==> src/rtl/mem_stage.sv <==
// mem_stage: MEM pipeline stage that issues width-coded load/store requests to mem_buffer and registers the MEM/WB result.
// Latency: 1 cycle for non-memory instructions; buffer latency + 1 for loads/stores.
// Backpressure: stall_req holds IF/ID/EX while an access is pending; the request is held until the buffer acks.
//
// Ports:
//   clk, rst            - clock, synchronous active-high reset
//   ex_*                - EX/MEM instruction fields (must stay stable while stall_req = 1)
//   mem_read_req/mem_write_req/mem_addr/mem_write_data - registered request to mem_buffer
//   mem_data_i, mem_data_enable - zero-extended load data and one-cycle completion pulse
//   stall_req           - combinational pipeline hold
//   wb_*                - MEM/WB register
module mem_stage #(
    parameter int ADDR_W = 17
) (
    input  logic              clk,
    input  logic              rst,
    input  logic              ex_valid,
    input  logic              ex_is_load,
    input  logic              ex_is_store,
    input  logic [2:0]        ex_funct3,
    input  logic [31:0]       ex_addr,
    input  logic [31:0]       ex_store_data,
    input  logic [4:0]        ex_rd,
    input  logic              ex_wreg,
    input  logic [31:0]       ex_wdata,
    output logic [1:0]        mem_read_req,
    output logic [1:0]        mem_write_req,
    output logic [ADDR_W-1:0] mem_addr,
    output logic [31:0]       mem_write_data,
    input  logic [31:0]       mem_data_i,
    input  logic              mem_data_enable,
    output logic              stall_req,
    output logic              wb_valid,
    output logic [4:0]        wb_rd,
    output logic              wb_wreg,
    output logic [31:0]       wb_wdata
);

    typedef enum logic {
        IDLE = 1'b0,
        BUSY = 1'b1
    } state_t;

    state_t              state_q;
    logic [1:0]          read_req_q;
    logic [1:0]          write_req_q;
    logic [ADDR_W-1:0]   addr_q;
    logic [31:0]         write_data_q;
    logic                wb_valid_q;
    logic [4:0]          wb_rd_q;
    logic                wb_wreg_q;
    logic [31:0]         wb_wdata_q;

    logic                is_mem;
    logic [1:0]          width_code;
    logic [31:0]         load_ext_d;
    logic                ack;

    // Address bits above the RAM window are not routed to the buffer.
    logic                unused_addr_bits;
    assign unused_addr_bits = ^ex_addr[31:ADDR_W];

    assign is_mem    = ex_valid & (ex_is_load | ex_is_store);
    assign ack       = (state_q == BUSY) & mem_data_enable;
    // Releasing the stall on the ack cycle lets upstream advance on the completion edge,
    // so the next instruction is decoded in IDLE and a memory op is never issued twice.
    assign stall_req = is_mem & ~ack;

    always_comb begin
        case (ex_funct3[1:0])
            2'b00:   width_code = 2'b01;
            2'b01:   width_code = 2'b10;
            default: width_code = 2'b11;
        endcase
    end

    always_comb begin
        case (ex_funct3)
            3'b000:  load_ext_d = {{24{mem_data_i[7]}}, mem_data_i[7:0]};
            3'b001:  load_ext_d = {{16{mem_data_i[15]}}, mem_data_i[15:0]};
            3'b100:  load_ext_d = {24'h0, mem_data_i[7:0]};
            3'b101:  load_ext_d = {16'h0, mem_data_i[15:0]};
            default: load_ext_d = mem_data_i;
        endcase
    end

    always_ff @(posedge clk) begin
        if (rst) begin
            state_q      <= IDLE;
            read_req_q   <= 2'b00;
            write_req_q  <= 2'b00;
            addr_q       <= '0;
            write_data_q <= 32'h0;
            wb_valid_q   <= 1'b0;
            wb_rd_q      <= 5'd0;
            wb_wreg_q    <= 1'b0;
            wb_wdata_q   <= 32'h0;
        end else begin
            case (state_q)
                IDLE: begin
                    if (is_mem) begin
                        // Load wins when both load and store are flagged.
                        read_req_q   <= ex_is_load ? width_code : 2'b00;
                        write_req_q  <= ex_is_load ? 2'b00 : width_code;
                        addr_q       <= ex_addr[ADDR_W-1:0];
                        write_data_q <= ex_store_data;
                        wb_valid_q   <= 1'b0;
                        state_q      <= BUSY;
                    end else if (ex_valid) begin
                        wb_valid_q <= 1'b1;
                        wb_rd_q    <= ex_rd;
                        wb_wreg_q  <= ex_wreg;
                        wb_wdata_q <= ex_wdata;
                    end else begin
                        wb_valid_q <= 1'b0;
                    end
                end
                BUSY: begin
                    if (mem_data_enable) begin
                        // Clearing here keeps the buffer from re-issuing when it returns to fetch.
                        read_req_q  <= 2'b00;
                        write_req_q <= 2'b00;
                        wb_valid_q  <= 1'b1;
                        wb_rd_q     <= ex_rd;
                        // The latched request decides load vs store: it is what the buffer served.
                        if (read_req_q != 2'b00) begin
                            wb_wreg_q  <= ex_wreg;
                            wb_wdata_q <= load_ext_d;
                        end else begin
                            wb_wreg_q  <= 1'b0;
                        end
                        state_q <= IDLE;
                    end else begin
                        wb_valid_q <= 1'b0;
                    end
                end
                default: state_q <= IDLE;
            endcase
        end
    end

    assign mem_read_req   = read_req_q;
    assign mem_write_req  = write_req_q;
    assign mem_addr       = addr_q;
    assign mem_write_data = write_data_q;
    assign wb_valid       = wb_valid_q;
    assign wb_rd          = wb_rd_q;
    assign wb_wreg        = wb_wreg_q;
    assign wb_wdata       = wb_wdata_q;

endmodule

==> config.mk <==
export PLATFORM = sky130hd
export DESIGN_NAME = mem_stage
export DESIGN_NICKNAME = d
export VERILOG_FILES = /design/src/rtl/mem_stage.sv
export SDC_FILE = /design/constraint.sdc
export NUM_CORES = 1
export LEC_CHECK = 0
export ABC_AREA = 1
export BUFFER_PORTS_ARGS = -buffer_cell sky130_fd_sc_hd__buf_2
export CAP_MARGIN = 25
export CORE_MARGIN = 3
export CORE_UTILIZATION = 43
export CTS_CLUSTER_DIAMETER = 40
export DETAILED_ROUTE_END_ITERATION = 7
export GPL_ROUTABILITY_DRIVEN = 0
export PLACE_DENSITY = 0.9
export SLEW_MARGIN = 20
export SYNTH_ARGS = -nofsm -noshare
export SYNTH_HDL_FRONTEND = slang
export SYNTH_SLANG_ARGS = --single-unit
export TNS_END_PERCENT = 10
==> constraint.sdc <==
create_clock -name clk -period 1.4 [get_ports clk]
set_input_delay 0 -clock clk [delete_from_list [all_inputs] [get_ports clk]]
set_output_delay 0 -clock clk [all_outputs]
set_load 0.02 [all_outputs]
=== After elaboration in Yosys (flattened, before gate mapping) ===
Cells that the tools add are included.

* Register bits: 93
* Bits of input ports: 143
* Output and inout port bits: 93

* Eq/ne operators: 9
* Mux-type cells: 30
* Bitwise operators: 6
* Reduce and logical (&&, ||, !) cells: 7

{| class="wikitable"
|+ Operators with widths
! kind !! count
|-
| $mux 32 || 4
|-
| $pmux 32 s4 || 1
|-
| $pmux 32 s2 || 1
|-
| $mux 5 || 3
|-
| $pmux 2 s2 || 3
|-
| $mux 2 || 5
|-
| $pmux 5 s2 || 1
|-
| $mux 1 || 9
|-
| $ne 2x2->1 const B || 4
|-
| $eq 3x3->1 const B || 2
|-
| $pmux 1 s2 || 3
|-
| $reduce_and 2->1 || 2
|-
| $reduce_and 4->1 || 1
|-
| $and 1x1->1 || 3
|-
| $eq 3x1->1 const B || 1
|-
| $logic_not 3->1 || 1
|-
| $reduce_and 3->1 || 1
|-
| $eq 2x1->1 const B || 1
|-
| $logic_not 2->1 || 1
|-
| $ne 2x1->1 const B || 1
|-
| $not 1->1 || 2
|-
| $reduce_bool 2->1 || 1
|-
| $or 1x1->1 || 1
|}

=== Logic depth before layout (Yosys ltp) ===
Gate-level depths: netlist of run 1.

* Depth in word-level cells: 5
* Depth in mapped cells: 10
* Mapped depth without buffers: 8

=== Worst setup path before layout of run 1 ===
OpenSTA, ideal clock, no wires.

* Path kind: flip-flop to flip-flop
* Start: register state_q
* End: register addr_q[11] (netlist: mem_addr[11])
* Setup time: 0.116 ns
* Arrival: 1.145 ns
* Data required time: 1.284 ns
* Slack: 0.139 ns
* Cell stages (with the launch flop): 10
* Clock period less this slack: 1.261 ns
* Cell sequence: dfxtp_1 buf_6 clkinv_8 nand2_4 nor2_8 inv_2 buf_4 buf_6 nor2_1 nor2_1

* Cells in the longest elaborated chain, start to end: 2

{| class="wikitable"
|+ Ends and longest elaborated chain
! item !! RTL line !! text
|-
| start, declared || 44 || <nowiki>state_t state_q;</nowiki>
|-
| start signal, assigned || 89 || <nowiki>state_q <= IDLE;</nowiki>
|-
| start signal, assigned || 108 || <nowiki>state_q <= BUSY;</nowiki>
|-
| start signal, assigned || 132 || <nowiki>state_q <= IDLE;</nowiki>
|-
| $not 1->1 (no line) || n/a ||
|-
| $reduce_and 2->1 (no line) || n/a ||
|-
| end signal, assigned || 105 || <nowiki>addr_q <= ex_addr[ADDR_W-1:0];</nowiki>
|-
| end, declared || 47 || <nowiki>logic [ADDR_W-1:0] addr_q;</nowiki>
|}

No other way between the ends.
A chain may end at the register's enable or synchronous reset.

=== Worst setup path in the final report of run 1 ===
* Start: input port ex_is_load
* End: register write_data_q[23] (netlist: mem_write_data[23])

* Cells in the longest elaborated chain, start to end: 3

{| class="wikitable"
|+ Ends and longest elaborated chain
! item !! RTL line !! text
|-
| start, declared || 18 || <nowiki>input logic ex_is_load,</nowiki>
|-
| $or 1x1->1 || 63 || <nowiki>assign is_mem = ex_valid & (ex_is_load | ex_is_store);</nowiki>
|-
| $and 1x1->1 || 63 ||
|-
| $reduce_and 2->1 (no line) || n/a ||
|-
| end signal, assigned || 106 || <nowiki>write_data_q <= ex_store_data;</nowiki>
|-
| end, declared || 48 || <nowiki>logic [31:0] write_data_q;</nowiki>
|}

No other way between the ends.

==> metrics.txt, run 1 <==
Slew Limit Fails=0; initial antenna violation count=2; WP data arrival=1630 ps; outcome=completed; clock latency at the later pin of the worst-skew pair=360 ps; static leakage=3.218 nW; Max IR drop VDD=0.7000 mV; crit-path max cell delay=540 ps; largest net degree at the start of global routing=62; number of global-route vias before repair=4954; Final #Nets=984; CTS tree=done; Cell Rows=34; GRT overflow=0; Tcrit/Tclk final=96.52%; final setup vio count=0; Mapped Area=0.003890 mm²; drt first pass iters=5; Final Routed Wirelength=15700 µm; net switching power=2.253 mW; Sink Count=93; post-synthesis sequential area ratio=47.86%; Clock power frac=29.6%; Clock Skew=15.56 ps; vias=5035; Max H-tree Level=3; Synth top cells by count=nor2_1 (147), dfxtp_1 (93), o21ai_0 (90); Initial Util=44.39%; area leader, netlist=dfxtp_1; area delta synth->final=64.36%; EDFF count, synth=0; Routed Antenna Nets=0; Syn. warnings=0; crit-path max FO=38; fraction of registers with async set/reset=0%; Die Span X=101.1 µm; ys flop type=dfxtp_1; CP max stage cell=dlygate4sd3_1; Flop pwr share=43.6%; core area=0.008763 mm²; placed cell area=0.005134 mm²; switching part of the total=32.30%; WP data required=1670 ps; Net Count, Synth=669; Routed WL per cell=16.42 µm; Hold Path Class=in -> reg; internal power=4.721 mW; final non-filler cell total=956; via/cell ratio=5.267; Clock Pin Slew Worst Setup and Hold Paths=110 ps; fmax=740.0 MHz; dpl cells=838; iteration-0 DRC count of the detailed router=313; first-pass GRT wire length=23910 µm; gr usage total=29.50%; Avg Cell Area, Syn=7.395 µm²; Layout Utilization=72.96%; final instance area=0.006394 mm²; Post-DP HPWL=8532 µm; Mapped Cells=526; Final Hold Vio Count=0; total die area=0.01022 mm²; cell with the most instances after synthesis=nor2_1; Longest Clk Path Bufs=2; Root Buffer=clkbuf_8; WHS=12.74 ps; I/O pin count=236; share of cells above drive strength 1=34.40%; Worst slew margin=62.07%; fin crit period=1351 ps; maxcap violations=0; share of the synthesized area in the top cell type=47.86%; Slew @ Worst Pin=567.5 ps; crit-path cells=dlygate4sd3_1, buf_2, nor2_4, nor2_8, buf_12, inv_2, buf_12, nor2_1, nor2_1; Pwr Density=1091 mW/mm²; Die Y-Extent=101.1 µm; Remaining DRCs=0; register bit total from synthesis=93; Synth area leaders=dfxtp_1 (48%), nor2_1 (14%), o21ai_0 (12%), a21oi_1 (5.7%), nand2_1 (4.5%); crit path kind=in -> reg; Distinct cells, synth=28; combinational power share=26.9%; Worst setup EP type=register; startpoint types=input pin; RSZ-0062 raised after global routing=true; CTS buffer count=9; port bufs=220; postcts setup bufs=0
==> kinds of logic after synthesis <==
logic type,share of synthesized area [%]
buf+inv,6.722
flops,47.86
compound gates,18.30
simple gates,27.11
==> placed cells by master, fill, tap and decap left out, types with 3 or more instances in the layout <==
cell type      count
a21oi_1           43
buf_12             5
buf_2            220
buf_4             12
clkbuf_8           9
dfxtp_1           92
dlygate4sd3_1    100
inv_1              8
nand2_1           46
nand2_2            3
nand3_1           21
nor2_1           145
nor2_2             4
o21ai_0           81
o21ai_1           14
or2_2             17
==> power groups by stage <==
stage / Combinational [mW] / Sequential (mW) / Clock [mW]
after floorplan: 0.645 / 3.37 / 0
after CTS: 1.78 / 3.02 / 2.08
after global placement: 1.53 / 3.07 / 0
final: 1.87 / 3.04 / 2.06
after global routing: 2.02 / 3.06 / 2.21
after detailed placement: 1.56 / 3.07 / 0
==> stage by stage <==
stage / power (mW) / setup slack [ps] / setup TNS [ps]
finish: 6.974 / 48.68 / 0
global route: 7.287 / -9.820 / -21.35
CTS: 6.879 / 19.45 / 0
detailed placement: 4.629 / -88.17 / -1174
global placement: 4.603 / -30.22 / -153.7
floorplan: 4.017 / 139.1 / 0
==> routing by layer <==
layer / share of wire, % / global-route usage, % / wire length (µm)
met5: 0 / 0 / 0
met4: 5.7 / 18.61 / 889
met2: 50 / 49.80 / 7848
met3: 8.2 / 7.820 / 1286
met1: 36 / 32.83 / 5676
==> sequential cells by signal (all words and copies together), names as in the netlist <==
signal / flops
mem_write_data: 32
wb_valid: 1
mem_addr: 17
wb_wdata: 32
mem_write_req: 2
wb_wreg: 1
mem_read_req: 2
wb_rd: 5
state_q: 1
==> cell type report <==
class / instances / area (µm²)
Fill cell: 610 / 2370
Multi-Input combinational cell: 385 / 1778
Antenna cell: 2 / 5.005
Timing Repair Buffer: 339 / 2318
Clock buffer: 9 / 123.9
Inverter: 13 / 63.81
Sequential cell: 93 / 1866
Clock inverter: 7 / 103.9
Tap cell: 108 / 135.1
==> path summary, 6_finish.rpt <==
kind	slack, ps	cells past startpoint	endpoint	start
worst min register to register	480	2	wb_wreg	wb_wreg
worst min-delay path	10	5	wb_wdata[17]	mem_data_i[17]
worst max register to register	60	8	mem_addr[14]	state_q
worst max-delay path	50	9	mem_write_data[23]	ex_is_load
==> timing repair <==
item                                    CTS  global route
hold buffers                            100             0
gates resized for setup                   1            17
hold endpoints to repair                 91             0
endpoints found under the setup margin   55            51
pin swaps                                 0             1
==> critical path, delay by kind of cell <==
kind          cells  cell delay [ps]
simple gates      4              500
buf+inv           5             1120
Note: power is estimated with default switching activity, not from simulation.
==> run 2: changes to the inputs <==
--- a/config.mk
+++ b/config.mk
@@ -13,9 +13,9 @@
 export CTS_CLUSTER_DIAMETER = 40
 export DETAILED_ROUTE_END_ITERATION = 7
 export GPL_ROUTABILITY_DRIVEN = 0
+export HOLD_SLACK_MARGIN = 0.03
 export PLACE_DENSITY = 0.9
 export SLEW_MARGIN = 20
 export SYNTH_ARGS = -nofsm -noshare
 export SYNTH_HDL_FRONTEND = slang
 export SYNTH_SLANG_ARGS = --single-unit
-export TNS_END_PERCENT = 10
==> run 2 against run 1 <==
Compared with the run above:
- the flow now finishes with violations (setup timing)
- sequential cell count stayed put
- routed wire length is 7.0% higher
- via count up 4.2%
- power up 1.9%
- combinational power grew 7%
- critical path depth unchanged
- clock power is essentially flat
- non-clock buffer count is 19 higher
- largest cell class unchanged
==> metrics.txt, run 2 (same netlist as run 1, synthesis figures left out) <==
initial antenna violation count=1; drt first pass iters=5; placed cell area=0.005134 mm²; Post-DP HPWL=8532 µm; WHS=59.09 ps; failing checks=setup timing; Routed Antenna Nets=0; crit-path cells=clkinv_8, nand2_8, nand2_4, nand2_4, nor2_8, buf_4, buf_4, o21ai_0, a21oi_1; crit-path max cell delay=400 ps; RSZ-0062 raised after global routing=true; CP max stage cell=dfxtp_4; Routed WL per cell=17.25 µm; Sink Count=93; Root Buffer=clkbuf_8; first-pass GRT wire length=25250 µm; startpoint types=register; Max H-tree Level=3; Multi-input gate area=0.001814 mm²; fin crit period=1486 ps; gr usage total=31.22%; GRT overflow=0; maxcap violations=0; Longest Clk Path Bufs=2; total power=7.107 mW; Remaining DRCs=0; Final Hold Vio Count=0; TNS Setup=-103.1 ps; clock latency at the later pin of the worst-skew pair=360 ps; Worst slew margin=64.23%; commonest non-fill, non-tap cells in the layout=buf_2 (221), nor2_1 (144), dlygate4sd3_1 (115), dfxtp_1 (92), o21ai_0 (73); fmax=673.2 MHz; CTS tree=done; Hold Path Class=in -> reg; Max IR drop VDD=0.7084 mV; final worst slack=-85.53 ps; Final Routed Wirelength=16800 µm; largest net degree at the start of global routing=62; iteration-0 DRC count of the detailed router=364; via/cell ratio=5.387; final instance area=0.006645 mm²; area delta synth->final=70.83%; crit-path max FO=7; share of cells above drive strength 1=34.57%; total area of sequential cells=0.001866 mm²; Slew @ Worst Pin=535.2 ps; core area=0.008763 mm²; worst path bufs/invs=3; Clock Skew=17.15 ps; Worst path top cell family by delay=simple AND/OR/NAND/NOR gates; outcome=finished, violations left; # fillers=560; Die Y-Extent=101.1 µm; vias=5247; crit path kind=reg -> reg; Final #Nets=1003; Slew Limit Fails=0; WP data arrival=1750 ps; static leakage=3.328 nW; Initial Util=44.39%; Tcrit/Tclk final=106.1%; Cell Rows=34; Clock Pin Slew Worst Setup and Hold Paths=90 ps; CTS buffer count=9; commonest non-fill, non-tap cell in the layout=buf_2; Worst setup EP type=register; final setup vio count=2; port bufs=220; WP data required=1660 ps; total die area=0.01022 mm²; Die Span X=101.1 µm; number of global-route vias before repair=5240; I/O pin count=236; Pwr Density=1070 mW/mm²
==> run 2: cell count changes in the layout (fill, tap and decap cells not counted), sizes merged <==
cell and delta:
diode -1, clkbuf +1, buf +3, dlygate4sd3 +15
==> run 2: cell type report <==
class | count | area share [%]
diodes | 1 | 0.03766
clock buffers | 9 | 1.864
clock inverters | 7 | 1.563
inverters | 13 | 0.9979
multi-input cells | 385 | 27.30
flip-flops and latches | 93 | 28.07
well taps | 108 | 2.034
repair buffers | 358 | 38.13
==> run 2: final timing paths <==
check                           cells after the start  slack, ps            from      endpoint
worst max-delay path                                9        -90         state_q   wb_wdata[9]
worst min-delay path                                5         60  mem_data_i[12]  wb_wdata[12]
worst max register to register                      9        -90         state_q   wb_wdata[9]
worst min register to register                      2        480         wb_wreg       wb_wreg
==> run 2: where the power goes <==
| group | switching (mW) | internal, mW |
|---|---|---|
| Combinational | 1.14 | 0.867 |
| Sequential | 0.151 | 2.90 |
| Clock | 1.02 | 1.03 |
==> run 2: metal layers <==
metal / vias up / global-route usage (%) / share of wire, %
met5: - / 0 / 0
met4: 0 / 22.19 / 7.8
met3: 126 / 8.235 / 8.5
met2: 383 / 53.32 / 49
met1: 2355 / 33.20 / 35
li1: 2383 / - / -
==> run 2: timing repair <==
item	CTS	global route
hold buffers	115	0
pin swaps	0	7
gates cloned	0	2
setup endpoints to repair	55	52
gates resized for setup	1	36
setup buffers	0	2
hold endpoints to repair	92	0
==> run 2: worst register-to-register path, cell delays in order (launching register included) <==
cell and delay, ps:
dfxtp_4 400, clkinv_8 70, nand2_8 60, nand2_4 80, nand2_4 60, nor2_8 220, buf_4 150, buf_4 120
o21ai_0 70, a21oi_1 180
==> run 2: stage by stage <==
stage	util [%]	worst slack [ps]	cells
2_1_floorplan	-	139.1	526
3_5_place_dp	58.58	-88.17	838
3_3_place_gp	58.58	-30.22	838
4_1_cts	74.33	19.45	969
6_report	75.83	-85.53	974
5_1_grt	75.83	-119.1	974
==> run 3: changes to the inputs <==
--- a/config.mk
+++ b/config.mk
@@ -19,3 +19,4 @@
 export SYNTH_ARGS = -nofsm -noshare
 export SYNTH_HDL_FRONTEND = slang
 export SYNTH_SLANG_ARGS = --single-unit
+export TNS_END_PERCENT = 10
==> run 3 against run 2 <==
Compared with the run above:
- the flow still finishes with violations (setup timing)
- worst hold slack improved by 3.7 ps
- power fell by 0.38%
- critical path type unchanged
- maximum frequency shrank 0.31%
- largest cell class unchanged
- final cell count stayed put
==> metrics.txt, run 3 (same netlist as run 1, synthesis figures left out) <==
Multi-input gate area=0.001800 mm²; failing checks=setup timing; port bufs=220; Worst setup EP type=register; CTS tree=done; vias=5237; I/O pin count=236; Cell Rows=34; total power=7.080 mW; Remaining DRCs=0; Worst Reg-to-Reg Cells=9; Final Hold Vio Count=0; commonest non-fill, non-tap cells in the layout=buf_2 (221), nor2_1 (144), dlygate4sd3_1 (115), dfxtp_1 (92), o21ai_0 (77); clock latency at the later pin of the worst-skew pair=350 ps; worst slack at placement=-88.17 ps; Clock Skew=11.68 ps; Routed WL per cell=17.25 µm; Max H-tree Level=3; core area=0.008763 mm²; Root Buffer=clkbuf_8; commonest non-fill, non-tap cell in the layout=buf_2; drt first pass iters=4; initial antenna violation count=1; CTS buffer count=9; CP max stage cell=dfxtp_4; fmax=671.1 MHz; Tcrit/Tclk final=106.4%; total die area=0.01022 mm²; Longest Clk Path Bufs=2; hold depth=5; RSZ-0062 raised after global routing=true; Final #Nets=1003; gr usage total=31.22%; Worst slew margin=63.18%; # fillers=566; crit-path max cell delay=400 ps; outcome=finished, violations left; startpoint types=register; WP data required=1660 ps; number of global-route vias before repair=5240; Post-DP HPWL=8532 µm; Max IR drop VDD=0.7056 mV; first-pass GRT wire length=25250 µm; Final Routed Wirelength=16810 µm; largest net degree at the start of global routing=62; iteration-0 DRC count of the detailed router=308; Pwr Density=1068 mW/mm²; crit path kind=reg -> reg; Hold Path Class=in -> reg; share of cells above drive strength 1=34.10%; Clock Pin Slew Worst Setup and Hold Paths=90 ps; Die Span X=101.1 µm; GRT overflow=0; Die Y-Extent=101.1 µm; Initial Util=44.39%; fin crit period=1490 ps; crit-path max FO=7; via/cell ratio=5.377; final setup vio count=3; static leakage=3.323 nW; Slew @ Worst Pin=550.9 ps; area delta synth->final=70.38%; maxcap violations=0; final worst slack=-90.16 ps; Sink Count=93; Slew Limit Fails=0; WP data arrival=1750 ps; total area of sequential cells=0.001866 mm²; Routed Antenna Nets=0; crit-path cells=clkinv_8, nand2_8, nand2_4, nand2_4, nor2_8, buf_4, buf_4, o21ai_0, a21oi_1
-- run 3: critical path: cells and delay by family, from the launching register on --
family                 cells  cell delay [ps]
AOI/OAI and AO/OA          2              250
buffers and inverters      3              340
DFF                        1              400
and+or+nand+nor            4              420
-- run 3: power breakdown --
group	switching, mW	total (mW)	internal [mW]
Sequential	0.146	3.04	2.90
Combinational	1.14	2.00	0.861
Clock	1.00	2.04	1.03
-- run 3: per-layer routing --
layer / part of all wire (%) / track usage, % / up-vias / wire, µm
li1: - / - / 2380 / -
met1: 35 / 33.20 / 2374 / 5941
met2: 50 / 53.32 / 373 / 8319
met3: 8.1 / 8.235 / 110 / 1358
met4: 7.1 / 22.19 / 0 / 1185
met5: 0 / 0 / - / 0
-- run 3: path summary, 6_finish.rpt --
check	startpoint	endpoint	slack, ps
setup / recovery	state_q	wb_wdata[9]	-90
hold / removal	mem_data_i[12]	wb_wdata[12]	60
setup reg to reg	state_q	wb_wdata[9]	-90
hold reg to reg	wb_wreg	wb_wreg	480
-- run 3: area by class of cell --
class / count / area share [%]
timing repair buffer: 358 / 38.17
sequential: 93 / 28.15
multi-input combinational: 385 / 27.17
tap: 108 / 2.039
clock buffer: 9 / 1.869
clock inverter: 7 / 1.567
inverter: 13 / 1.001
antenna: 1 / 0.03776
-- run 3: metrics by stage --
stage | area [µm²] | setup TNS (ps) | utilization [%] | hold slack, ps | cells
after floorplan | 3890 | 0 | - | 69.07 | 526
after global placement | 5134 | -153.7 | 58.58 | 219.7 | 838
after detailed placement | 5134 | -1174 | 58.58 | 227.3 | 838
after CTS | 6514 | 0 | 74.33 | 32.25 | 969
after global routing | 6628 | -536.4 | 75.63 | 40.83 | 974
final | 6628 | -150.1 | 75.63 | 62.78 | 974
-- run 3: timing repair --
action                     in CTS  in global routing
hold buffers                  115                  0
setup endpoints to repair      55                 52
cloned                          0                  2
resized for setup               1                 27
pin swaps                       0                  5
buffers inserted                0                  2
hold endpoints to repair       92                  0
